<file path="src/rtl/uart_pkg.sv">
// Shared UART definitions: FSM state numbering (common with uart_tx),
// default frame/baud constants and a 3-input majority helper.
package uart_pkg;

   localparam int DEFAULT_DATA_LEN     = 8;
   localparam int DEFAULT_CLKS_PER_BIT = 87;

   typedef enum logic [2:0] {
      IDLE      = 3'd0,
      START_BIT = 3'd1,
      DATA_BITS = 3'd2,
      STOP_BIT  = 3'd3,
      WAIT_HIGH = 3'd4
   } uart_state_t;

   function automatic logic maj3(input logic a, input logic b, input logic c);
      return (a & b) | (a & c) | (b & c);
   endfunction

endpackage

</file>
<file path="src/rtl/uart_rx_if.sv">
// Bus-side output bundle of the UART receiver: received word, its strobe,
// the busy flag and the framing-error strobe.
interface uart_rx_if #(
   parameter int DATA_LEN = uart_pkg::DEFAULT_DATA_LEN
) ();

   logic [DATA_LEN-1:0] rx_data;
   logic                rx_valid;
   logic                rx_busy;
   logic                rx_frame_err;

   modport master (
      output rx_data,
      output rx_valid,
      output rx_busy,
      output rx_frame_err
   );

   modport slave (
      input rx_data,
      input rx_valid,
      input rx_busy,
      input rx_frame_err
   );

endinterface

</file>
<file path="src/rtl/sync_2ff.sv">
// Generic two-flop synchronizer for asynchronous inputs; RESET_VAL sets the
// value both stages take on reset (e.g. 1 for an idle-high serial line).
module sync_2ff #(
   parameter int               WIDTH     = 1,
   parameter logic [WIDTH-1:0] RESET_VAL = '0
) (
   input  logic             clk,
   input  logic             reset,
   input  logic [WIDTH-1:0] d,
   output logic [WIDTH-1:0] q
);

   logic [WIDTH-1:0] meta_reg;
   logic [WIDTH-1:0] sync_reg;

   always_ff @(posedge clk or posedge reset) begin
      if (reset) begin
         meta_reg <= RESET_VAL;
         sync_reg <= RESET_VAL;
      end else begin
         meta_reg <= d;
         sync_reg <= meta_reg;
      end
   end

   assign q = sync_reg;

endmodule

</file>
<file path="src/rtl/uart_rx.sv">
// UART receiver (start, DATA_LEN data bits LSB first, stop; no parity), sampling mid-bit.
// Optional: define UART_RX_MAJORITY_EN to vote each sample over the last three rx_s values.
module uart_rx
   import uart_pkg::*;
#(
   parameter int DATA_LEN     = DEFAULT_DATA_LEN,
   parameter int CLKS_PER_BIT = DEFAULT_CLKS_PER_BIT
) (
   input  logic      clk,
   input  logic      reset,
   input  logic      rx_serial,
   uart_rx_if.master bus
);

   localparam int HALF  = (CLKS_PER_BIT - 1) / 2;
   localparam int CNT_W = $clog2(CLKS_PER_BIT);
   localparam int BIT_W = (DATA_LEN > 1) ? $clog2(DATA_LEN) : 1;

   localparam logic [CNT_W-1:0] HALF_CNT = CNT_W'(HALF);
   localparam logic [CNT_W-1:0] LAST_CNT = CNT_W'(CLKS_PER_BIT - 1);
   localparam logic [BIT_W-1:0] LAST_BIT = BIT_W'(DATA_LEN - 1);

   logic rx_s;
   logic sample_bit;

   uart_state_t         state_reg,     state_next;
   logic [CNT_W-1:0]    clk_count_reg, clk_count_next;
   logic [BIT_W-1:0]    bit_count_reg, bit_count_next;
   logic [DATA_LEN-1:0] shift_reg,     shift_next;
   logic [DATA_LEN-1:0] rx_data_reg,   rx_data_next;
   logic                rx_valid_reg,  rx_valid_next;
   logic                rx_busy_reg,   rx_busy_next;
   logic                frame_err_reg, frame_err_next;

   sync_2ff #(
      .WIDTH     (1),
      .RESET_VAL (1'b1)
   ) u_sync (
      .clk   (clk),
      .reset (reset),
      .d     (rx_serial),
      .q     (rx_s)
   );

`ifdef UART_RX_MAJORITY_EN
   // Two previous rx_s values; together with rx_s they outvote a one-cycle glitch.
   logic [1:0] hist_reg;

   always_ff @(posedge clk or posedge reset) begin
      if (reset) begin
         hist_reg <= 2'b11;
      end else begin
         hist_reg <= {hist_reg[0], rx_s};
      end
   end

   assign sample_bit = maj3(rx_s, hist_reg[0], hist_reg[1]);
`else
   assign sample_bit = rx_s;
`endif

   always_ff @(posedge clk or posedge reset) begin
      if (reset) begin
         state_reg     <= IDLE;
         clk_count_reg <= '0;
         bit_count_reg <= '0;
         shift_reg     <= '0;
         rx_data_reg   <= '0;
         rx_valid_reg  <= 1'b0;
         rx_busy_reg   <= 1'b0;
         frame_err_reg <= 1'b0;
      end else begin
         state_reg     <= state_next;
         clk_count_reg <= clk_count_next;
         bit_count_reg <= bit_count_next;
         shift_reg     <= shift_next;
         rx_data_reg   <= rx_data_next;
         rx_valid_reg  <= rx_valid_next;
         rx_busy_reg   <= rx_busy_next;
         frame_err_reg <= frame_err_next;
      end
   end

   always_comb begin
      state_next     = state_reg;
      clk_count_next = clk_count_reg;
      bit_count_next = bit_count_reg;
      shift_next     = shift_reg;
      rx_data_next   = rx_data_reg;
      rx_valid_next  = 1'b0;
      rx_busy_next   = rx_busy_reg;
      frame_err_next = 1'b0;

      case (state_reg)
         IDLE: begin
            // Edge detection uses the raw synchronized line; only sample points vote.
            if (!rx_s) begin
               state_next     = START_BIT;
               clk_count_next = '0;
               rx_busy_next   = 1'b1;
            end
         end

         START_BIT: begin
            if (clk_count_reg == HALF_CNT) begin
               clk_count_next = '0;
               if (!sample_bit) begin
                  state_next     = DATA_BITS;
                  bit_count_next = '0;
               end else begin
                  state_next   = IDLE;
                  rx_busy_next = 1'b0;
               end
            end else begin
               clk_count_next = clk_count_reg + CNT_W'(1);
            end
         end

         DATA_BITS: begin
            if (clk_count_reg == LAST_CNT) begin
               clk_count_next            = '0;
               shift_next[bit_count_reg] = sample_bit;
               if (bit_count_reg == LAST_BIT) begin
                  state_next = STOP_BIT;
               end else begin
                  bit_count_next = bit_count_reg + BIT_W'(1);
               end
            end else begin
               clk_count_next = clk_count_reg + CNT_W'(1);
            end
         end

         STOP_BIT: begin
            if (clk_count_reg == LAST_CNT) begin
               clk_count_next = '0;
               rx_busy_next   = 1'b0;
               if (sample_bit) begin
                  rx_data_next  = shift_reg;
                  rx_valid_next = 1'b1;
                  state_next    = IDLE;
               end else begin
                  frame_err_next = 1'b1;
                  state_next     = WAIT_HIGH;
               end
            end else begin
               clk_count_next = clk_count_reg + CNT_W'(1);
            end
         end

         WAIT_HIGH: begin
            // A held-low (break) line must return high before a new start is accepted.
            if (rx_s) begin
               state_next = IDLE;
            end
         end

         default: begin
            state_next     = IDLE;
            clk_count_next = '0;
            bit_count_next = '0;
            rx_busy_next   = 1'b0;
         end
      endcase
   end

   assign bus.rx_data      = rx_data_reg;
   assign bus.rx_valid     = rx_valid_reg;
   assign bus.rx_busy      = rx_busy_reg;
   assign bus.rx_frame_err = frame_err_reg;

endmodule

</file>
<file path="src/flat_wrapper.sv">
// flat-port wrapper written by rule: the top's interface ports become plain ports
module uart_rx_flat import uart_pkg::*;
#(
   parameter int DATA_LEN     = DEFAULT_DATA_LEN,
   parameter int CLKS_PER_BIT = DEFAULT_CLKS_PER_BIT
)
  (clk, reset, rx_serial, bus_rx_data, bus_rx_valid, bus_rx_busy, bus_rx_frame_err);
  uart_rx_if #(.DATA_LEN(DATA_LEN)) bus_i ();
  input  logic clk;
  input  logic reset;
  input  logic rx_serial;
  output wire logic [$bits(bus_i.rx_data)-1:0] bus_rx_data;
  output wire logic [$bits(bus_i.rx_valid)-1:0] bus_rx_valid;
  output wire logic [$bits(bus_i.rx_busy)-1:0] bus_rx_busy;
  output wire logic [$bits(bus_i.rx_frame_err)-1:0] bus_rx_frame_err;
  assign bus_rx_data = bus_i.rx_data;
  assign bus_rx_valid = bus_i.rx_valid;
  assign bus_rx_busy = bus_i.rx_busy;
  assign bus_rx_frame_err = bus_i.rx_frame_err;
  uart_rx #(.DATA_LEN(DATA_LEN), .CLKS_PER_BIT(CLKS_PER_BIT)) u_core (.clk(clk), .reset(reset), .rx_serial(rx_serial), .bus(bus_i));
endmodule
</file>
<file path="config.mk">
export PLATFORM = sky130hd
export DESIGN_NAME = uart_rx_flat
export DESIGN_NICKNAME = d
export VERILOG_FILES = /design/src/rtl/uart_pkg.sv /design/src/rtl/uart_rx_if.sv /design/src/rtl/sync_2ff.sv /design/src/rtl/uart_rx.sv /design/src/flat_wrapper.sv
export SDC_FILE = /design/constraint.sdc
export NUM_CORES = 1
export LEC_CHECK = 0
export ABC_AREA = 0
export BUFFER_PORTS_ARGS = -buffer_cell sky130_fd_sc_hd__buf_4
export CORE_MARGIN = 2
export CORE_UTILIZATION = 50
export DETAILED_ROUTE_END_ITERATION = 6
export HOLD_SLACK_MARGIN = 0.05
export PLACE_DENSITY_LB_ADDON = 0.08
export SETUP_SLACK_MARGIN = 0.15
export SYNTH_ARGS = -nofsm -noshare
export SYNTH_HDL_FRONTEND = slang
export SYNTH_SLANG_ARGS = --single-unit
</file>
<file path="constraint.sdc">
create_clock -name clk -period 2 [get_ports clk]
set_input_delay 0.1 -clock clk [delete_from_list [all_inputs] [get_ports clk]]
set_output_delay 0.1 -clock clk [all_outputs]
set_load 0.005 [all_outputs]
</file>
Word-level counts from Yosys, hierarchy flattened --
Cells that the tools add are included.
Cells by class: multiplexer cells 32, add/subtract/negate cells 2, order comparisons 2, reductions and logical operators 11, bitwise operators 3, eq/ne operators 16
Operators by type and width (number):
- 3-bit 2-to-1 mux | 11
- 7-bit one-hot mux with 4 select lines | 1
- 7-bit 2-to-1 mux | 3
- 3-bit one-hot mux with 5 select lines | 1
- 1-bit 2-to-1 mux | 11
- 2-bit inequality test (second input constant) | 5
- 5-bit AND reduction | 2
- 3-bit one-hot mux with 3 select lines | 1
- 8-bit bitwise mux | 1
- 2-bit by 1-bit inequality test with 1-bit output (second input constant) | 4
- 7-bit by 1-bit adder with 7-bit output (second input constant) | 1
- 7-bit by 6-bit == test with 1-bit output (second input constant) | 1
- 7-bit == test (second input constant) | 1
- 3-bit by 2-bit == test with 1-bit output (second input constant) | 2
- 3-bit == test (second input constant) | 2
- 6-bit AND reduction | 1
- 3-bit by 4-bit less-than comparator with 1-bit output (second input constant) | 1
- 1-bit one-hot mux with 4 select lines | 1
- 2-bit AND reduction | 2
- 2-bit OR reduction | 2
- 3-bit by 1-bit adder with 3-bit output (second input constant) | 1
- 1-bit demux with 3-bit select | 1
- 3-bit by 1-bit == test with 1-bit output (second input constant) | 1
- 3-bit by 1-bit greater-or-equal comparator with 1-bit output (second input constant) | 1
- other kinds (6) | 8
Word-level totals: logic and storage cells 76, input bits 3, register bits 34, output and inout bits 11

Depth between registers and ports, before layout --
Gate-level depths: netlist of run 1.
word-level depth 5, mapped depth 6, gate-level depth less buffers 6

By module --
From an unflattened synthesis of run 1, not the netlist that was laid out.
Second synthesis, totals: cell total of the unflattened synthesis 152, area total of the unflattened synthesis 1697.9 um2
Modules (own cells, without submodules):
- uart_rx | cells each 149, instances 1, area each 1641.6 um2, seq. area each 800.8 um2
- sync_2ff | cells each 3, instances 1, area each 56.3 um2, seq. area each 52.6 um2

Worst setup path before layout of run 1 --
Ideal clock, no wire load.
path type flip-flop to flip-flop, start reg u_core.state_reg[0], end reg u_core.shift_reg[1], data required time 1.875 ns, buffers on the path 1, library setup time 0.125 ns, arrival 1.510 ns, clock period less this slack 1.634 ns, path slack 0.366 ns, stages on the path, launching flop included 6, cell sequence dfrtp_1 -> buf_4 -> nor3b_4 -> nand4_1 -> nor3_1 -> mux2_2
Between the ends: cells in the longest elaborated chain, start to end 2
Ends and longest elaborated chain:
- start: declaration | RTL line uart_rx.sv:26 | uart_state_t state_reg, state_next;
- start signal: assignment | RTL line uart_rx.sv:73 | state_reg <= state_next;
- 3-bit by 2-bit == test with 1-bit output | RTL line uart_rx.sv:94 | case (state_reg)
- 2-bit AND reduction (no source line)
- end signal: assignment | RTL line uart_rx.sv:76 | shift_reg <= shift_next;
- end: declaration | RTL line uart_rx.sv:29 | logic [DATA_LEN-1:0] shift_reg, shift_next;
Every way passes these cells. A chain may end at the register's enable or synchronous reset.

Worst setup path in the final report of run 1 --
start reg u_core.clk_count_reg[4], end reg u_core.bit_count_reg[1]
Between the ends: cells in the longest elaborated chain, start to end 3, elaborated cells between the ends (all ways) 5, those cells by class eq/ne (4); reduce/logical (1)
Ends and longest elaborated chain:
- start: declaration | RTL line uart_rx.sv:27 | logic [CNT_W-1:0] clk_count_reg, clk_count_next;
- start signal: assignment | RTL line uart_rx.sv:74 | clk_count_reg <= clk_count_next;
- 7-bit == test / 7-bit by 6-bit == test with 1-bit output (equally long branches) | RTL line uart_rx.sv:120, uart_rx.sv:105
- 2-bit by 1-bit inequality test with 1-bit output (no source line)
- 5-bit AND reduction (no source line) (*)
- end signal: assignment | RTL line uart_rx.sv:75 | bit_count_reg <= bit_count_next;
- end: declaration | RTL line uart_rx.sv:28 | logic [BIT_W-1:0] bit_count_reg, bit_count_next;
Every way passes the cells marked *; elsewhere a longest branch is shown, timed or not.

==> summary.log, run 1 <==
[run_status] run status finished, final reports clean
[sta] pin slew with the least headroom to its limit 0.486 ns
[sta] worst clock skew on the final layout 0.0169 ns
[synth] Most used DFF post-synth sky130_fd_sc_hd__dfrtp_1
[final_layout] total number of nets in the final design 180
[setup_path] cell count along the critical path 4
[run] count of maximum capacitance violations 0
[route] Total Wirelength 3.06 mm
[worst_hold_path] worst hold path class flop to flop
[setup_path] worst stage delay on the critical path 0.49 ns
[route] Vias per Instance 5.44
[synth] net count after synthesis 153
[die] starting density of the core 51.4%
[place] placed insts 206
[route] residual DRC count 0
[pwr] Sequential Power Share 56.6%
[clock_network] number of buffers between clock root and the deepest sink 2
[setup_path] Cell Chain, Critical Path nor4b_4 > a311oi_4 > a221oi_4 > mux2i_1
[sta] worst hold slack 0.365 ns
[clock_network] Clock Latency Late Sink 0.34 ns
[sta] aggregate negative setup slack 0 ns
[synth] cells taking the most area after synthesis sky130_fd_sc_hd__dfrtp_1 47%, sky130_fd_sc_hd__mux2_2 11%, sky130_fd_sc_hd__nand2_1 3.8%, sky130_fd_sc_hd__dfstp_2 3.1%, sky130_fd_sc_hd__ha_1 3.0%
[final_layout] Area growth, synth to finish 16.7%
[setup_path] worst reg2reg setup slack 0.24 ns
[synth] fraction of post-synthesis cell area in the top cell type by area 47.4%
[synth] Synth Area per Inst 11.6 µm²
[sta] unrepaired setup endpoints after global routing yes
[synth] most common cell in the synthesized netlist sky130_fd_sc_hd__dfrtp_1
[final_layout] total inserted antenna cells 0
[pwr] power density normalized to cell area 658 mW/mm²
[clock_network] clock buffers created by TritonCTS 5
[clock_network] TritonCTS clock tree done
[synth] cell area after technology mapping 0.00169 mm²
[clock_network] total clock sinks 34
[synth] gate count after technology mapping 146
[synth] Post-synth top cells 32 x sky130_fd_sc_hd__dfrtp_1, 17 x sky130_fd_sc_hd__nand2_1, 16 x sky130_fd_sc_hd__mux2_2
[setup_path] standard cell with the maximum stage delay on the critical path sky130_fd_sc_hd__dfrtp_1
[setup_path] critical setup path kind flop to flop
[die] vertical die dimension 62.1 µm
[place] placed wire-length estimate 2.08 mm
[sta] count of endpoints failing setup in the final report 0
[setup_path] Arrival @ worst endpoint 2.02 ns
[setup_path] number of cells traversed by the worst register-to-register path 4
[pwr] cell-internal power 0.000940 W
[setup_path] Worst setup EP type flop
[global_route] vias in the first global route 1199
[final_layout] Register Area 855 µm²
[die] Core ar. 0.00328 mm²
[route] final antenna-violating net count 0
[synth] share of flip-flops with an asynchronous set or reset after synthesis 100%
[die] area enclosed by the die boundary 0.00386 mm²
[clock_network] CTS H-Tree Depth 2
[pwr] switching part of the total power 27.5%
[setup_path] worst setup path endpoint u_core.bit_count_reg[1]$_DFFE_PP0P_
[place] global placer's final weighted congestion 0.841
[clock_network] Root Buffer sky130_fd_sc_hd__clkbuf_4
[sta] final critical path time including I/O delays and setup 1.76 ns
[place] Placed Area 0.00185 mm²
[sta] Final Hold Viols 0
[sta] Relative slew margins 67.6%
[route] DR iter-0 viols 41
[synth] largest area contributor in the synthesized netlist sky130_fd_sc_hd__dfrtp_1
[setup_path] Worst path top cell family by delay compound AO/OA/AOI/OAI gates
[final_layout] final non-filler cell total 220
[route] number of search-and-repair iterations in the first detailed-routing pass 4
[global_route] maximum number of pins on one net before global-route repair 35
[pwr] switching power 0.000357 W
[setup_path] source of the critical timing path u_core.clk_count_reg[4]$_DFFE_PP0P_
[die] die width 62.1 µm
[pwr] proportion of power drawn by combinational gates 11.3%
[setup_path] number of buffers and inverters on the critical path 0
[global_route] combined global-route utilization of all metal layers 18.1%
[synth] count of flip-flops with a built-in enable after synthesis 0
[setup_path] r2r endpoint u_core.bit_count_reg[1]$_DFFE_PP0P_
[synth] sequential-to-total area share from yosys stat 50.6%
[setup_path] CP max FO 8
[sta] final period utilization 88.0%
[pwr] Worst VDD drop 431 µV
[clock_network] clock input transition at the sequential cells of the worst setup and hold paths 0.12 ns
[setup_path] data required time at the worst endpoint 2.26 ns
[synth] number of storage elements in the synthesis netlist 34
[synth] Synthesis Warnings 0
[final_layout] number of fill cells in the layout 275
[setup_path] reg-to-reg critical path startpoint u_core.clk_count_reg[4]$_DFFE_PP0P_
[pwr] clock network fraction of design power 32.1%
[synth] Unique masters post-synth 37
[sta] max-slew violation count 0
[pwr] leakage 0.900 nW
[global_route] number of antenna violations at the first check in global routing 0
[die] number of top-level pins 14
[sta] Fmax 568 MHz
[global_route] total global routing overflow 0
[final_layout] cell area after layout 0.00197 mm²
[global_route] wire length of the first global-routing pass 5.56 mm
[die] Std-Cell Rows 21
[final_layout] fraction of layout cells with a size suffix above 1 33.3%
[setup_path] startpoint types flop
[route] vias post-DR 1196
[route] Routed WL per cell 13.9 µm
[final_layout] total area of multi-input combinational cells 778 µm²
[place] total of buffers placed on input and output ports 13
## cells by family after synthesis
kind of cell	synth area share [%]
buffers and inverters	3.34
AOI/OAI and AO/OA	12.8
adders and majority gates	2.97
DFF	50.6
muxes	12.5
xor gates and xnor gates	1.04
and+or+nand+nor	16.9
## power groups by stage
stage	clock [W]	combinational [W]	sequential (W)
final	0.000416	0.000147	0.000734
after global placement	0	0.000131	0.000746
after floorplan	0	0.000109	0.000738
after CTS	0.000425	0.000137	0.000734
after global routing	0.000460	0.000165	0.000737
after detailed placement	0	0.000133	0.000748
## stage by stage
step / setup WS (ns) / power, W / util (%)
2_1_floorplan: 0.366 / 0.000847 / -
3_3_place_gp: 0.235 / 0.000877 / 56.5
3_5_place_dp: 0.215 / 0.000881 / 56.5
4_1_cts: 0.197 / 0.00130 / 59.0
5_1_grt: 0.119 / 0.00136 / 60.0
6_report: 0.241 / 0.00130 / 60.0
## worst min-delay path by stage
| stage | slack (ns) | cells after the start | start | to |
|---|---|---|---|---|
| finish | 0.36 | 0 | u_core.u_sync.meta_reg$_DFF_PP1_ | u_core.u_sync.q$_DFF_PP1_ |
| global route | 0.37 | 0 | u_core.u_sync.meta_reg$_DFF_PP1_ | u_core.u_sync.q$_DFF_PP1_ |
| CTS | 0.37 | 0 | u_core.u_sync.meta_reg$_DFF_PP1_ | u_core.u_sync.q$_DFF_PP1_ |
| detailed placement | 0.21 | 1 | rx_serial | u_core.u_sync.meta_reg$_DFF_PP1_ |
| global placement | 0.21 | 1 | rx_serial | u_core.u_sync.meta_reg$_DFF_PP1_ |
| floorplan | 0.10 | 0 | rx_serial | u_core.u_sync.meta_reg$_DFF_PP1_ |
## repair_timing
item	in CTS	in global routing
resized for setup	0	1
setup buffers	0	4
setup endpoints to repair	0	7
hold buffers	2	0
hold endpoints to repair	33	0
## layout by cell type, fill, tap and decap left out, types with 2 or more instances in the layout
cell type and instances:
sky130_fd_sc_hd__dlygate4sd3_1 2, sky130_fd_sc_hd__buf_4 21, sky130_fd_sc_hd__a21oi_1 4, sky130_fd_sc_hd__inv_1 10, sky130_fd_sc_hd__xnor2_1 2, sky130_fd_sc_hd__ha_1 4, sky130_fd_sc_hd__nor3_1 4, sky130_fd_sc_hd__mux2i_1 3
sky130_fd_sc_hd__o21bai_1 2, sky130_fd_sc_hd__clkbuf_4 5, sky130_fd_sc_hd__nor2_1 8, sky130_fd_sc_hd__o211ai_1 6, sky130_fd_sc_hd__dfstp_2 2, sky130_fd_sc_hd__dfrtp_1 31, sky130_fd_sc_hd__o21ai_0 4, sky130_fd_sc_hd__mux2_2 16
sky130_fd_sc_hd__nand2_1 17, sky130_fd_sc_hd__o21a_1 2, sky130_fd_sc_hd__nand3_1 8
## layout make-up
class                      instances  area share [%]
timing repair buffer              23            9.02
inverter                          10            1.91
clock buffer                       6            2.60
tap                               46            2.92
multi-input combinational         99            39.5
clock inverter                     2           0.635
sequential                        34            43.4
## metal layers
metal  vias to the layer above  GRT usage (%)  part of all wire [%]
li1                        577              -                     -
met1                       589           25.3                    48
met2                        26           27.6                    47
met3                         4           5.43                   3.8
met4                         0           5.28                   1.2
met5                         -              0                     0
Note: power is estimated with default switching activity, not from simulation.
==> inputs of run 2 (changes only) <==
CORE_UTILIZATION = 58   (was 50)
==> run 2 against run 1 <==
Against the previous run:
- register-to-register slack is essentially flat
- critical path depth up 1
- total power is 1.9% lower
- clock power decreased by 7.0%
- non-clock buffer count is 1 lower
- first-iteration DRC count fell by 32%
- largest cell class unchanged
==> summary.log, run 2 (synthesis results as in run 1) <==
[worst_hold_path] hold path cells 0 [unchanged]
[setup_path] source of the critical timing path u_core.state_reg[2]$_DFFE_PP0P_
[route] Total Wirelength 2.88 mm [-5.8%]
[setup_path] data required time at the worst endpoint 2.21 ns [-0.05 ns]
[die] number of top-level pins 14 [unchanged]
[final_layout] total number of nets in the final design 179 [-0.56%]
[setup_path] number of cells traversed by the worst register-to-register path 5 [+1]
[clock_network] clock buffers created by TritonCTS 5 [unchanged]
[run] count of maximum capacitance violations 0 [unchanged]
[sta] Final Hold Viols 0 [unchanged]
[global_route] combined global-route utilization of all metal layers 20.0% [+1.8 points]
[setup_path] startpoint types flop
[route] final antenna-violating net count 0 [unchanged]
[final_layout] final non-filler cell total 204 [-7.3%]
[place] global placer's final weighted congestion 0.806 [-4.2%]
[place] total of buffers placed on input and output ports 13 [unchanged]
[route] Vias per Instance 5.74 [+5.5%]
[global_route] vias in the first global route 1123 [-6.3%]
[die] Std-Cell Rows 19 [-9.5%]
[final_layout] leading cell types in the layout, fill and taps excluded 31 x sky130_fd_sc_hd__dfrtp_1, 20 x sky130_fd_sc_hd__buf_4, 17 x sky130_fd_sc_hd__nand2_1, 16 x sky130_fd_sc_hd__mux2_2, 10 x sky130_fd_sc_hd__inv_1
[worst_hold_path] worst hold path class flop to flop
[final_layout] Area growth, synth to finish 15.5%
[die] Core ar. 0.00276 mm² [-16%]
[sta] final critical path time including I/O delays and setup 1.75 ns [-0.0106 ns]
[die] vertical die dimension 57.9 µm [-6.7%]
[place] placed wire-length estimate 2.02 mm [-3.1%]
[route] residual DRC count 0 [unchanged]
[global_route] maximum number of pins on one net before global-route repair 35 [unchanged]
[clock_network] clock input transition at the sequential cells of the worst setup and hold paths 0.10 ns [-0.02 ns]
[final_layout] most frequent standard cell in the layout excluding fill and tap cells sky130_fd_sc_hd__dfrtp_1
[clock_network] CTS H-Tree Depth 2 [unchanged]
[global_route] number of antenna violations at the first check in global routing 0 [unchanged]
[clock_network] total clock sinks 34 [unchanged]
[setup_path] CP max FO 8 [unchanged]
[worst_hold_path] Min-Delay Startpoint u_core.u_sync.meta_reg$_DFF_PP1_
[clock_network] Root Buffer sky130_fd_sc_hd__clkbuf_4
[final_layout] fraction of layout cells with a size suffix above 1 32.9% [-0.39 points]
[sta] worst hold slack 0.362 ns [-0.00262 ns]
[place] placed insts 190 [-7.8%]
[run_status] run status finished, final reports clean
[sta] max-slew violation count 0 [unchanged]
[sta] unrepaired setup endpoints after global routing no
[setup_path] critical setup path kind flop to flop
[clock_network] Clock Latency Late Sink 0.32 ns [-0.02 ns]
[clock_network] number of buffers between clock root and the deepest sink 2 [unchanged]
[setup_path] reg-to-reg critical path startpoint u_core.state_reg[2]$_DFFE_PP0P_
[sta] Fmax 572 MHz [+0.60%]
[sta] Relative slew margins 63.7% [-3.9 points]
[pwr] power density normalized to cell area 652 mW/mm² [-0.94%]
[clock_network] TritonCTS clock tree done
[pwr] Final Power 0.00127 W [-1.9%]
[final_layout] total inserted antenna cells 0 [unchanged]
[final_layout] number of fill cells in the layout 204 [-26%]
[global_route] wire length of the first global-routing pass 5.04 mm [-9.4%]
[route] number of search-and-repair iterations in the first detailed-routing pass 4 [unchanged]
[route] vias post-DR 1170 [-2.2%]
[sta] count of endpoints failing setup in the final report 0 [unchanged]
[pwr] leakage 0.895 nW [-0.55%]
[sta] aggregate negative setup slack 0 ns [unchanged]
[pwr] Worst VDD drop 557 µV [+29%]
[sta] final period utilization 87.4% [-0.53 points]
[route] Routed WL per cell 14.1 µm [+1.6%]
[route] DR iter-0 viols 28 [-32%]
[global_route] total global routing overflow 0 [unchanged]
[setup_path] worst reg2reg setup slack 0.25 ns [about the same]
[die] area enclosed by the die boundary 0.00336 mm² [-13%]
[die] starting density of the core 61.2% [+9.8 points]
[setup_path] Worst setup EP type flop
[sta] pin slew with the least headroom to its limit 0.544 ns [+0.0585 ns]
[sta] worst clock skew on the final layout 0.0143 ns [-0.00260 ns]
[die] die width 57.9 µm [-6.7%]
[setup_path] Arrival @ worst endpoint 1.96 ns [-0.06 ns]
==> run 2: cell types whose count changed in the layout (fill, tap and decap cells not counted), sizes merged <==
cell / before / now
clkinvlp: 1 / 0
buf: 21 / 20
clkbuf: 6 / 7
==> run 2: metal layers <==
layer / GRT usage (%) / vias up / share of wire (%)
met5: 0 / - / 0
met4: 11.0 / 0 / 0.80
met3: 5.36 / 2 / 3.8
met2: 29.9 / 26 / 48
met1: 26.5 / 569 / 47
li1: - / 573 / -
==> run 2: report_power, final <==
group          internal (W)  switching, W  leakage, nW
clock              0.000170      0.000216       0.0353
sequential         0.000709     0.0000246        0.454
combinational     0.0000655     0.0000862        0.407
==> run 2: worst paths after layout <==
path                                                        to
max in group asynchronous     u_core.u_sync.meta_reg$_DFF_PP1_
max                            u_core.shift_reg[2]$_DFFE_PP0P_
min                                  u_core.u_sync.q$_DFF_PP1_
max reg2reg                    u_core.shift_reg[2]$_DFFE_PP0P_
min reg2reg                          u_core.u_sync.q$_DFF_PP1_
min in group asynchronous  u_core.clk_count_reg[3]$_DFFE_PP0P_
==> run 2: final cells by class <==
type                            count  area, µm²  share of cell area [%]
Clock inverter                      1       5.00                   0.257
Sequential cell                    34        855                    43.8
Inverter                           10       37.5                    1.93
Timing Repair Buffer               22        170                    8.73
Multi-Input combinational cell     99        788                    40.4
Clock buffer                        7       55.1                    2.82
Tap cell                           31       38.8                    1.99
==> run 2: worst max-delay path: stages (launching register included) <==
cell,delay [ns]
sky130_fd_sc_hd__dfrtp_1,0.49
sky130_fd_sc_hd__nor3b_4,0.33
sky130_fd_sc_hd__buf_4,0.17
sky130_fd_sc_hd__and4_4,0.24
sky130_fd_sc_hd__nand3_1,0.12
sky130_fd_sc_hd__mux2_2,0.29
==> run 2: what timing repair did <==
action                                  4_1_cts  5_1_grt
endpoints found under the setup margin        0        9
hold buffers                                  2        0
gates resized for setup                       0        4
endpoints found under the hold margin        33        0
setup buffers                                 0        4
==> run 2: per-stage QoR <==
| step | worst slack (ns) | area, µm² | utilization (%) |
|---|---|---|---|
| finish | 0.251 | 1950 | 70.7 |
| CTS | 0.215 | 1910 | 69.2 |
| floorplan | 0.366 | 1690 | - |
| detailed placement | 0.239 | 1830 | 66.3 |
| global placement | 0.240 | 1830 | 66.3 |
| global route | 0.153 | 1950 | 70.7 |
==> inputs of run 3 (changes only) <==
CORE_ASPECT_RATIO = 1.1   (was unset)
==> run 3 against run 2 <==
Against the previous run:
- clock-buffer cell count shrank 1
- core utilization grew 0.53 points
- clock power grew 34%
- clock skew grew 0.0075 ns
- total power grew 11%
- critical endpoint is now u_core.bit_count_reg[0]$_DFFE_PP0P_
- largest power group unchanged
- highest routed layer unchanged
==> summary.log, run 3 (synthesis results as in run 1) <==
[setup_path] number of buffers and inverters on the critical path 0 [-1]
[route] number of search-and-repair iterations in the first detailed-routing pass 4 [unchanged]
[setup_path] critical setup path kind flop to flop
[clock_network] TritonCTS clock tree done
[die] number of top-level pins 14 [unchanged]
[setup_path] Cell Chain, Critical Path nor4b_4 > a311oi_4 > a221oi_4 > mux2i_1
[sta] final period utilization 88.8% [+1.4 points]
[pwr] proportion of power drawn by combinational gates 11.0% [-0.9 points]
[setup_path] startpoint types flop
[setup_path] worst stage delay on the critical path 0.48 ns [about the same]
[setup_path] Worst setup EP type flop
[worst_hold_path] worst hold path class flop to flop
[sta] pin slew with the least headroom to its limit 0.527 ns [-0.0170 ns]
[pwr] power density normalized to cell area 711 mW/mm² [+9.0%]
[clock_network] Clock Latency Late Sink 0.34 ns [+0.02 ns]
[route] vias post-DR 1181 [+0.94%]
[setup_path] r2r endpoint u_core.bit_count_reg[0]$_DFFE_PP0P_
[pwr] switching part of the total power 24.2% [-1.5 points]
[clock_network] CTS H-Tree Depth 2 [unchanged]
[run_status] run status finished, final reports clean
[sta] final critical path time including I/O delays and setup 1.78 ns [+0.0274 ns]
[final_layout] total number of nets in the final design 180 [+0.56%]
[pwr] Sequential Power Share 52.1% [-5.6 points]
[route] Vias per Instance 5.73 [about the same]
[global_route] total global routing overflow 0 [unchanged]
[route] final antenna-violating net count 0 [unchanged]
[sta] worst hold slack 0.359 ns [-0.00345 ns]
[sta] count of endpoints failing setup in the final report 0 [unchanged]
[route] Total Wirelength 3.00 mm [+4.1%]
[pwr] leakage 0.907 nW [+1.3%]
[clock_network] clock buffers created by TritonCTS 5 [unchanged]
[die] Core ar. 0.00278 mm² [+0.73%]
[clock_network] clock input transition at the sequential cells of the worst setup and hold paths 0.11 ns [about the same]
[place] global placer's final weighted congestion 0.807 [+0.22%]
[global_route] vias in the first global route 1131 [+0.71%]
[global_route] layer with the highest usage met2
[route] Routed WL per cell 14.5 µm [+3.1%]
[final_layout] fraction of layout cells with a size suffix above 1 34.1% [+1.2 points]
[pwr] Worst VDD drop 826 µV [+48%]
[global_route] met1 Use GR 24.2% [-2.3 points]
[clock_network] total clock sinks 34 [unchanged]
[setup_path] number of cells traversed by the worst register-to-register path 4 [-1]
[final_layout] leading cell types in the layout, fill and taps excluded 31 x sky130_fd_sc_hd__dfrtp_1, 21 x sky130_fd_sc_hd__buf_4, 17 x sky130_fd_sc_hd__nand2_1, 16 x sky130_fd_sc_hd__mux2_2, 10 x sky130_fd_sc_hd__inv_1
[final_layout] Area growth, synth to finish 17.2%
[setup_path] Arrival @ worst endpoint 2.04 ns [+0.08 ns]
[global_route] maximum number of pins on one net before global-route repair 35 [unchanged]
[pwr] clock network fraction of design power 36.9% [+6.5 points]
[pwr] switching power 0.000340 W [+4.1%]
[setup_path] cell count along the critical path 4 [-1]
[sta] unrepaired setup endpoints after global routing yes
[setup_path] reg-to-reg critical path startpoint u_core.clk_count_reg[2]$_DFFE_PP0P_
[setup_path] worst reg2reg setup slack 0.22 ns [-0.03 ns]
[die] area enclosed by the die boundary 0.00336 mm² [about the same]
[final_layout] total inserted antenna cells 0 [unchanged]
[global_route] combined global-route utilization of all metal layers 19.9% [-0.064 points]
[sta] max-slew violation count 0 [unchanged]
[die] vertical die dimension 60.6 µm [+4.5%]
[place] total of buffers placed on input and output ports 13 [unchanged]
[final_layout] most frequent standard cell in the layout excluding fill and tap cells sky130_fd_sc_hd__dfrtp_1
[place] worst slack after detailed placement 0.222 ns [-0.0174 ns]
[setup_path] worst setup path endpoint u_core.bit_count_reg[0]$_DFFE_PP0P_
[setup_path] data required time at the worst endpoint 2.27 ns [+0.06 ns]
[die] starting density of the core 60.8% [-0.44 points]
[setup_path] standard cell with the maximum stage delay on the critical path sky130_fd_sc_hd__dfrtp_1
[sta] worst clock skew on the final layout 0.0218 ns [+0.00752 ns]
[setup_path] source of the critical timing path u_core.clk_count_reg[2]$_DFFE_PP0P_
[sta] Final Hold Viols 0 [unchanged]
[global_route] routing usage on met2 33.0% [+3.1 points]
[setup_path] Worst path top cell family by delay compound AO/OA/AOI/OAI gates
[worst_hold_path] Min-Delay Startpoint u_core.u_sync.meta_reg$_DFF_PP1_
[global_route] number of antenna violations at the first check in global routing 0 [unchanged]
[run] count of maximum capacitance violations 0 [unchanged]
[pwr] cell-internal power 0.00107 W [+13%]
[sta] Relative slew margins 64.9% [+1.1 points]
[sta] Fmax 563 MHz [-1.5%]
[global_route] met3 track demand over resource 6.61% [+1.3 points]
[place] placed wire-length estimate 2.09 mm [+3.5%]
[clock_network] Root Buffer sky130_fd_sc_hd__clkbuf_4
[clock_network] number of buffers between clock root and the deepest sink 2 [unchanged]
[route] DR iter-0 viols 23 [-18%]
[setup_path] CP max FO 8 [unchanged]
[global_route] wire length of the first global-routing pass 5.06 mm [+0.54%]
[die] die width 55.4 µm [-4.3%]
[sta] post-layout worst setup margin 0.224 ns [-0.0274 ns]
[die] Std-Cell Rows 20 [+1]
[sta] aggregate negative setup slack 0 ns [unchanged]
[route] residual DRC count 0 [unchanged]
==> run 3: cell types whose count changed in the layout (fill, tap and decap cells not counted), sizes merged <==
cell | previous run | this run
buf | 20 | 21
bufinv | 0 | 1
clkbuf | 7 | 6
clkinv | 1 | 0
==> run 3: power by group through the flow <==
stage          Clock, W  Combinational, W  Sequential, W
4_1_cts        0.000531          0.000138       0.000734
3_3_place_gp          0          0.000131       0.000746
5_1_grt        0.000553          0.000175       0.000736
2_1_floorplan         0          0.000109       0.000738
6_report       0.000519          0.000154       0.000732
3_5_place_dp          0          0.000134       0.000747
==> run 3: worst min-delay path by stage <==
stage,depth (start not counted),to
after floorplan,0,u_core.u_sync.meta_reg$_DFF_PP1_
final,0,u_core.u_sync.q$_DFF_PP1_
after global placement,1,u_core.u_sync.meta_reg$_DFF_PP1_
after CTS,0,u_core.u_sync.q$_DFF_PP1_
after global routing,0,u_core.u_sync.q$_DFF_PP1_
after detailed placement,1,u_core.u_sync.meta_reg$_DFF_PP1_
==> run 3: per-layer routing <==
layer  wire [µm]  share of wire (%)  vias to the layer above
li1            -                  -                      579
met2        1410                 47                       24
met5           0                  0                        -
met1        1410                 47                      573
met3         115                3.8                        5
met4          53                1.8                        0
==> run 3: layout make-up <==
cell class                      count  area, µm²
Clock inverter                      1       30.0
Sequential cell                    34        855
Multi-Input combinational cell     99        786
Inverter                           10       37.5
Timing Repair Buffer               23        178
Tap cell                           33       41.3
Fill cell                         188        800
Clock buffer                        6       51.3
==> run 3: metrics by stage <==
stage	util, %	power (W)	area (µm²)	std cells
final	71.2	0.00141	1980	206
after global routing	71.2	0.00146	1980	206
after CTS	69.8	0.00140	1940	202
after detailed placement	66.2	0.000881	1840	193
after global placement	66.2	0.000878	1840	193
after floorplan	-	0.000847	1690	146
==> run 3: repair_timing <==
item	in CTS	in global routing
setup buffers	0	4
hold endpoints to repair	33	0
endpoints found under the setup margin	0	9
hold buffers	2	0
gates resized for setup	0	3
